File: src/rtl/ctrl_pkg.sv
// ctrl_pkg: shared definitions for the ctrl_seq microcode sequencer.
//   - default bus / address widths
//   - opcode constants (IR[7:4])
//   - sequencer state encoding
//   - strobe-vector bit positions used between ctrl_decode and ctrl_seq
package ctrl_pkg;

  localparam int CTRL_DW = 4;
  localparam int CTRL_AW = 4;

  localparam logic [3:0] OP_NOP = 4'h0;
  localparam logic [3:0] OP_LDA = 4'h1;
  localparam logic [3:0] OP_LDB = 4'h2;
  localparam logic [3:0] OP_MAB = 4'h3;
  localparam logic [3:0] OP_MBA = 4'h4;
  localparam logic [3:0] OP_ADD = 4'h5;
  localparam logic [3:0] OP_SUB = 4'h6;
  localparam logic [3:0] OP_OUT = 4'h7;
  localparam logic [3:0] OP_JMP = 4'h8;
  localparam logic [3:0] OP_JZ  = 4'h9;
  localparam logic [3:0] OP_HLT = 4'hF;

  typedef enum logic [1:0] {
    ST_FETCH  = 2'd0,
    ST_DECODE = 2'd1,
    ST_EXEC   = 2'd2,
    ST_HALT   = 2'd3
  } state_e;

  localparam int NSTROBE   = 8;
  localparam int SB_RA_RS1 = 0;
  localparam int SB_RA_RS2 = 1;
  localparam int SB_RA_WS1 = 2;
  localparam int SB_RB_RS1 = 3;
  localparam int SB_RB_RS2 = 4;
  localparam int SB_RB_WS1 = 5;
  localparam int SB_ALU_WS = 6;
  localparam int SB_OUT_LD = 7;

  typedef logic [NSTROBE-1:0] strobe_t;

  // ADD and SUB are the only instructions that sample alu_zero.
  function automatic logic is_arith(logic [3:0] op);
    return (op == OP_ADD) || (op == OP_SUB);
  endfunction

endpackage

File: src/rtl/ctrl_decode.sv
// ctrl_decode: purely combinational opcode -> strobe mapping.
// Ports:
//   opcode_i      current IR opcode field
//   exec_valid_i  high only in an enabled EXEC cycle; all outputs are 0 otherwise
//   strobe_o      one-hot-per-agent strobe vector (bit positions from ctrl_pkg)
//   alu_op_o      0 = add, 1 = sub
// Each opcode drives at most one bus writer (ra_ws1 / rb_ws1 / alu_ws), and
// gating everything on exec_valid_i keeps the bus idle outside EXEC.
module ctrl_decode
  import ctrl_pkg::*;
(
  input  logic [3:0] opcode_i,
  input  logic       exec_valid_i,
  output strobe_t    strobe_o,
  output logic       alu_op_o
);

  always_comb begin
    strobe_o = '0;
    alu_op_o = 1'b0;
    if (exec_valid_i) begin
      case (opcode_i)
        OP_LDA: strobe_o[SB_RA_RS1] = 1'b1;
        OP_LDB: strobe_o[SB_RB_RS1] = 1'b1;
        OP_MAB: begin
          strobe_o[SB_RA_WS1] = 1'b1;
          strobe_o[SB_RB_RS2] = 1'b1;
        end
        OP_MBA: begin
          strobe_o[SB_RB_WS1] = 1'b1;
          strobe_o[SB_RA_RS2] = 1'b1;
        end
        OP_ADD: begin
          strobe_o[SB_ALU_WS] = 1'b1;
          strobe_o[SB_RA_RS2] = 1'b1;
        end
        OP_SUB: begin
          strobe_o[SB_ALU_WS] = 1'b1;
          strobe_o[SB_RA_RS2] = 1'b1;
          alu_op_o            = 1'b1;
        end
        OP_OUT: begin
          strobe_o[SB_RA_WS1] = 1'b1;
          strobe_o[SB_OUT_LD] = 1'b1;
        end
        // NOP, JMP, JZ, HLT and the unused A-E codes drive nothing.
        default: ;
      endcase
    end
  end

endmodule

File: src/rtl/ctrl_seq.sv
// ctrl_seq: microcode control sequencer feeding the register file.
// Steps FETCH -> DECODE -> EXEC (3 cycles per instruction), HLT parks in HALT
// until reset.
// Ports:
//   clk       system clock, rising edge
//   rst       asynchronous, active-low reset
//   en        run enable; 0 freezes state, pc, IR, z_flag and blanks strobes
//   rom_data  instruction word, combinational ROM read of pc_addr
//   alu_zero  ALU zero flag, sampled at the end of EXEC of ADD/SUB
//   pc_addr   program counter / ROM address
//   im        immediate field IR[DW-1:0]
//   ra_*/rb_* regA / regB load-from-im, load-from-bus, drive-bus strobes
//   alu_ws    ALU drives bus;  alu_op 0 = add, 1 = sub
//   out_ld    output latch captures bus
//   halted    sequencer is in HALT
module ctrl_seq
  import ctrl_pkg::*;
#(
  parameter int DW = CTRL_DW,
  parameter int AW = CTRL_AW
) (
  input  logic          clk,
  input  logic          rst,
  input  logic          en,
  input  logic [DW+3:0] rom_data,
  input  logic          alu_zero,
  output logic [AW-1:0] pc_addr,
  output logic [DW-1:0] im,
  output logic          ra_rs1,
  output logic          ra_rs2,
  output logic          ra_ws1,
  output logic          rb_rs1,
  output logic          rb_rs2,
  output logic          rb_ws1,
  output logic          alu_ws,
  output logic          alu_op,
  output logic          out_ld,
  output logic          halted
);

  state_e        state_q;
  logic [AW-1:0] pc_q;
  logic [DW+3:0] ir_q;
  logic          z_q;

  logic [3:0]    opcode;
  logic [AW-1:0] jump_pc;
  logic          exec_valid;
  strobe_t       strobe;
  logic          alu_op_w;

  assign opcode  = ir_q[DW+3:DW];
  assign jump_pc = AW'(ir_q[DW-1:0]);

  // Strobes come only from registered state/IR; en is the sole gate, so
  // reset (which forces FETCH) or a stall blanks them immediately.
  assign exec_valid = en && (state_q == ST_EXEC);

  ctrl_decode u_decode (
    .opcode_i     (opcode),
    .exec_valid_i (exec_valid),
    .strobe_o     (strobe),
    .alu_op_o     (alu_op_w)
  );

  always_ff @(posedge clk or negedge rst) begin
    if (!rst) begin
      state_q <= ST_FETCH;
      pc_q    <= '0;
      ir_q    <= '0;
      z_q     <= 1'b0;
    end else if (en) begin
      case (state_q)
        ST_FETCH: begin
          ir_q    <= rom_data;
          state_q <= ST_DECODE;
        end
        ST_DECODE: begin
          pc_q    <= pc_q + AW'(1);
          state_q <= ST_EXEC;
        end
        ST_EXEC: begin
          state_q <= (opcode == OP_HLT) ? ST_HALT : ST_FETCH;
          if (is_arith(opcode)) z_q <= alu_zero;
          // pc already points past this instruction; a taken jump overrides it.
          if ((opcode == OP_JMP) || ((opcode == OP_JZ) && z_q)) pc_q <= jump_pc;
        end
        default: state_q <= ST_HALT;
      endcase
    end
  end

  assign pc_addr = pc_q;
  assign im      = ir_q[DW-1:0];
  assign ra_rs1  = strobe[SB_RA_RS1];
  assign ra_rs2  = strobe[SB_RA_RS2];
  assign ra_ws1  = strobe[SB_RA_WS1];
  assign rb_rs1  = strobe[SB_RB_RS1];
  assign rb_rs2  = strobe[SB_RB_RS2];
  assign rb_ws1  = strobe[SB_RB_WS1];
  assign alu_ws  = strobe[SB_ALU_WS];
  assign out_ld  = strobe[SB_OUT_LD];
  assign alu_op  = alu_op_w;
  assign halted  = (state_q == ST_HALT);

endmodule
File: config.mk
export PLATFORM = sky130hd
export DESIGN_NAME = ctrl_seq
export DESIGN_NICKNAME = d
export VERILOG_FILES = /design/src/rtl/ctrl_pkg.sv /design/src/rtl/ctrl_decode.sv /design/src/rtl/ctrl_seq.sv
export SDC_FILE = /design/constraint.sdc
export NUM_CORES = 1
export LEC_CHECK = 0
export BUFFER_PORTS_ARGS = -buffer_cell sky130_fd_sc_hd__buf_2
export CAP_MARGIN = 10
export CELL_PAD_IN_SITES_DETAIL_PLACEMENT = 0
export CELL_PAD_IN_SITES_GLOBAL_PLACEMENT = 1
export CORE_MARGIN = 2
export CORE_UTILIZATION = 36
export DETAILED_ROUTE_END_ITERATION = 7
export PLACE_DENSITY_LB_ADDON = 0.1
export SLEW_MARGIN = 30
export SYNTH_ARGS = -nofsm -noshare
export SYNTH_HDL_FRONTEND = slang
export SYNTH_SLANG_ARGS = --single-unit
export TNS_END_PERCENT = 50
File: constraint.sdc
create_clock -name clk -period 1.6 [get_ports clk]
set_input_delay 0.16 -clock clk [delete_from_list [all_inputs] [get_ports clk]]
set_output_delay 0.16 -clock clk [all_outputs]
set_load 0.02 [all_outputs]
Word level (Yosys, flattened, before mapping)
Cells that the tools add are included.

cells by class
  muxes and demuxes = 15
  add/subtract/negate cells = 1
  equal/unequal tests = 14
  reductions and logical operators = 12

operators with widths
  kind                   count
  $eq A4 B3 Y1 const B   4
  $eq A4 B4 Y1 const B   3
  $mux W1                10
  $eq A4 B2 Y1 const B   2
  $mux W8                1
  $pmux W4 S2            1
  $pmux W2 S3            1
  $reduce_and A3 Y1      2
  $add A4 B1 Y4 const B  1
  $eq A2 B2 Y1 const B   2
  $eq A4 B1 Y1 const B   1
  $mux W4                1
  $reduce_or A2 Y1       2
  $reduce_or A3 Y1       1
  $eq A2 B1 Y1 const B   1
  $logic_and A1 B1 Y1    2
  $logic_not A2 Y1       1
  $logic_or A1 B1 Y1     2
  $mux W2                1
  $ne A2 B1 Y1 const B   1
  $reduce_and A2 Y1      1
  $reduce_bool A2 Y1     1

storage, ports and cells
  logic and storage cells = 46
  output and inout port bits = 18
  flip-flop bits (word level) = 15

Longest topological paths before layout
  depth in word-level cells = 5
  gate-level depth with buffers = 4
  gate-level depth less buffers = 4

By module
From an unflattened synthesis, not the netlist that was laid out.

unflattened totals
  cells, all modules = 83
  area, all modules = 897.1 sq um

by module, submodules not included
  module       instances  cells each  area an instance (sq um)
  ctrl_seq     1          69          823.3
  ctrl_decode  1          14          73.8

Worst setup path before layout
OpenSTA, ideal clock, no wires.

  path kind = flip-flop to output port
  start = register state_q[0]
  end = output rb_ws1
  data arrival time = 1319 ps
  buffers on the path = 0
  setup slack = 121 ps
  stages on the path, launching flop included = 4
  path through = dfrtp_1 -> and4bb_4 -> nand2_1 -> nor3_1

on the way
  cells in the longest elaborated chain, start to end = 3

ends and longest elaborated chain
  what                    line               source
  start, declared         ctrl_seq.sv:41     state_e state_q;
  start signal, assigned  ctrl_seq.sv:83     state_q <= (opcode == OP_HLT) ? ST_HALT : ST_FETCH;
  $eq A2 B2 Y1            ctrl_seq.sv:57     assign exec_valid = en && (state_q == ST_EXEC);
  $logic_and A1 B1 Y1     ctrl_seq.sv:57
  $mux W8                 ctrl_decode.sv:21  if (exec_valid_i) begin
  end, declared           ctrl_seq.sv:34     output logic rb_ws1,

No other way between the ends.

Worst setup path in the final report
  start = register ir_q[7]
  end = output rb_ws1

on the way
  cells in the longest elaborated chain, start to end = 3

ends and longest elaborated chain
  what                    line               source
  start, declared         ctrl_seq.sv:43     logic [DW+3:0] ir_q;
  start signal, assigned  ctrl_seq.sv:75     ir_q <= rom_data;
  $eq A4 B3 Y1            ctrl_decode.sv:22  case (opcode_i)
  $mux W1                 ctrl_decode.sv:22
  $mux W8                 ctrl_decode.sv:21

No other way between the ends.

==> run summary <==
Chip Height - 53.7 um
Crit end category - primary output
Final Util - 0.474
Reg-to-reg startpoint - state_q[1]
N_diodes - 0
Initial core utilization - 0.370
Setup violations, final - 0
TritonCTS Sinks - 15
Post-synth EDFFs - 0
Design Area, Final - 1140 um2
Post-synth design cell area - 891 um2
Total power - 2.01 mW
RSZ-0062 raised after global routing - true
DR pass1 iterations - 4
Initial antenna violation count - 0
Final net count - 133
Worst Setup SP - ir_q[7]
Sum Neg Setup Slack - 0 ns
Layout cells sized above 1 - 0.496
Worst vdd ir - 866 uV
Syn Nets - 101
Layout area overhead - 28.1%
GRT Total Usage - 0.148
Crit path max-delay family - simple AND/OR/NAND/NOR gates
Status - completed
First-pass GRT wire length - 3050 um
Ys flop type - dfrtp_1
Vias in the first global route - 647
Largest net degree at the start of global routing - 16
Iteration-0 DRC Markers - 17
Fin. Hold Viols - 0
Via count - 753
Wire length on met3 - 103 um
Post-place setup slack - 0.116 ns
Max Root-Sink Buffers - 2
Met1 Wirelength - 927 um
Placed cell areas - 1020 um2
Core area - 2410 um2
DRT antenna net count - 0
Min Tclk post-route - 1.58 ns
Hpwl dp - 1350 um
Syn_area_per_cell - 10.1 um2
Fmax - 635 MHz
Die area - 2890 um2
Least-Margin Pin Slew - 0.405 ns
Port-buffer cells - 29
Post-synth top area share - 0.421
CTS H-Tree Depth - 1
Worst Hold Class - input pin to flop
Worst reg2reg path depth - 3
WHS Path Cells - 2
GRT Residual Overflow - 0
Fin crit share - 0.985
Top post-synthesis cells by area - dfrtp_1 (42%), mux2_2 (7.6%), buf_4 (4.2%)
Total CTS buffers - 3
Non-filler cells, final - 149
TritonCTS clock tree - built
Setup ws final - 0.0244 ns
Distinct cells, synth - 33
Flops & latches, synth - 15
Number of fill cells - 235
DRC Markers - 0
CP max FO - 4
CP peak stage delay - 0.40 ns
Pleak - 0.540 nW
Hold path start - rom_data[1]
Final Slew Violations - 0
PwrDens - 1770 nW/um2
Max Cap Viol - 0
Clk_lat worst skew - 0.28 ns
# IOs - 30
Gate Count Post-Synth - 88
Max stage delay cell, worst path - and4bb_4
Uppermost routed layer - met4
Chip width - 53.7 um
WP buf/inv - 1
Relative slew slack - 0.729
Post-Place Cells - 140
CP startpoint kind - flop
Clk slew on worst S/H paths - 0.09 ns
Post-Route WL - 1900 um
Share of flip-flops with an asynchronous set or reset - 1.00
Crit Path Class - flop to primary output
Crit path arrival time - 1.42 ns
Via density - 5.05
DR WL met2 - 858 um
WL/cell - 12.8 um
Crit-path cells - and4bb_4 -> nand2_4 -> nor3_2 -> buf_4
Data required, critical path - 1.44 ns
Row cnt - 18
Clock skew - 0.00510 ns
Root buffer cell - clkbuf_4
Ys Warns - 0
Final Wtd Congestion - 0.708
Post-synth top area cell - dfrtp_1
Stages on the worst setup path - 4
Post-synthesis sequential area ratio - 0.421
Hold WS - 0.0862 ns
## cells in the mapped netlist, types with 2 or more instances
cell	count
buf_4	5
a21oi_1	2
a211oi_1	2
dfrtp_1	15
nand2_1	4
nor4_1	3
nand2b_1	5
o21ai_0	3
nor2_1	8
nand3_1	3
mux2_1	3
nor2b_1	2
nor3_1	3
and4_1	2
mux2_2	6
inv_1	5
## power by group
part	switching (mW)	total, mW	internal, mW
registers	0.233	0.809	0.575
clock network	0.124	0.217	0.0928
logic	0.523	0.989	0.466
## kinds of logic after synthesis
| kind of cell | count (synthesis) | synth area share |
|---|---|---|
| AND/OR/NAND/NOR | 39 | 0.282 |
| flip-flops | 15 | 0.421 |
| buffers and inverters | 13 | 0.0857 |
| AO/OA/AOI/OAI | 10 | 0.0730 |
| multiplexers | 9 | 0.114 |
| XOR/XNOR | 1 | 0.00983 |
| adder cells (fa/ha/maj) | 1 | 0.0140 |
## worst paths after layout
check	slack (ns)	to
max	0.02	rb_ws1
min	0.09	ir_q[1]
max reg2reg	0.13	ir_q[7]
min reg2reg	0.52	z_q
max in group asynchronous	1.02	state_q[0]
min in group asynchronous	0.30	pc_addr[2]
## cells in the final DEF, fill, tap and decap left out, types with 3 or more instances in the layout
| cell type | netlist | routed |
|---|---|---|
| buf_2 | 1 | 22 |
| buf_4 | 5 | 11 |
| clkbuf_4 | 0 | 3 |
| dfrtp_1 | 15 | 11 |
| dfrtp_2 | 0 | 4 |
| inv_1 | 5 | 4 |
| mux2_1 | 3 | 3 |
| mux2_2 | 6 | 6 |
| nand2_1 | 4 | 3 |
| nand2b_1 | 5 | 4 |
| nor2_1 | 8 | 7 |
| nor4_1 | 3 | 3 |
| o21ai_0 | 3 | 3 |
## registers in the layout, summed over array words and instances (netlist names)
register,count
pc_addr,4
ir_q,8
state_q,2
z_q,1
## cell type report
| type | count | area, um2 | area share |
|---|---|---|---|
| clock buffer | 3 | 22.5 | 0.0197 |
| clock inverter | 1 | 5.00 | 0.00439 |
| inverter | 6 | 22.5 | 0.0197 |
| multi-input combinational | 60 | 470 | 0.412 |
| sequential | 15 | 380 | 0.333 |
| tap | 30 | 37.5 | 0.0329 |
| timing repair buffer | 34 | 203 | 0.178 |
## metal layers
layer / global-route usage / vias to the layer above
li1: - / 376
met1: 0.215 / 351
met2: 0.207 / 24
met3: 0.0333 / 2
met4: 0.0641 / 0
met5: 0 / -
## what timing repair did
| item | in CTS | in global routing |
|---|---|---|
| pin swaps | 1 | 2 |
| hold endpoints to repair | 15 | 0 |
| endpoints found under the setup margin | 9 | 8 |
| setup buffers | 3 | 1 |
| hold buffers | 1 | 0 |
| gates resized for setup | 7 | 12 |
No activity file was read; power rests on OpenSTA's default activity.
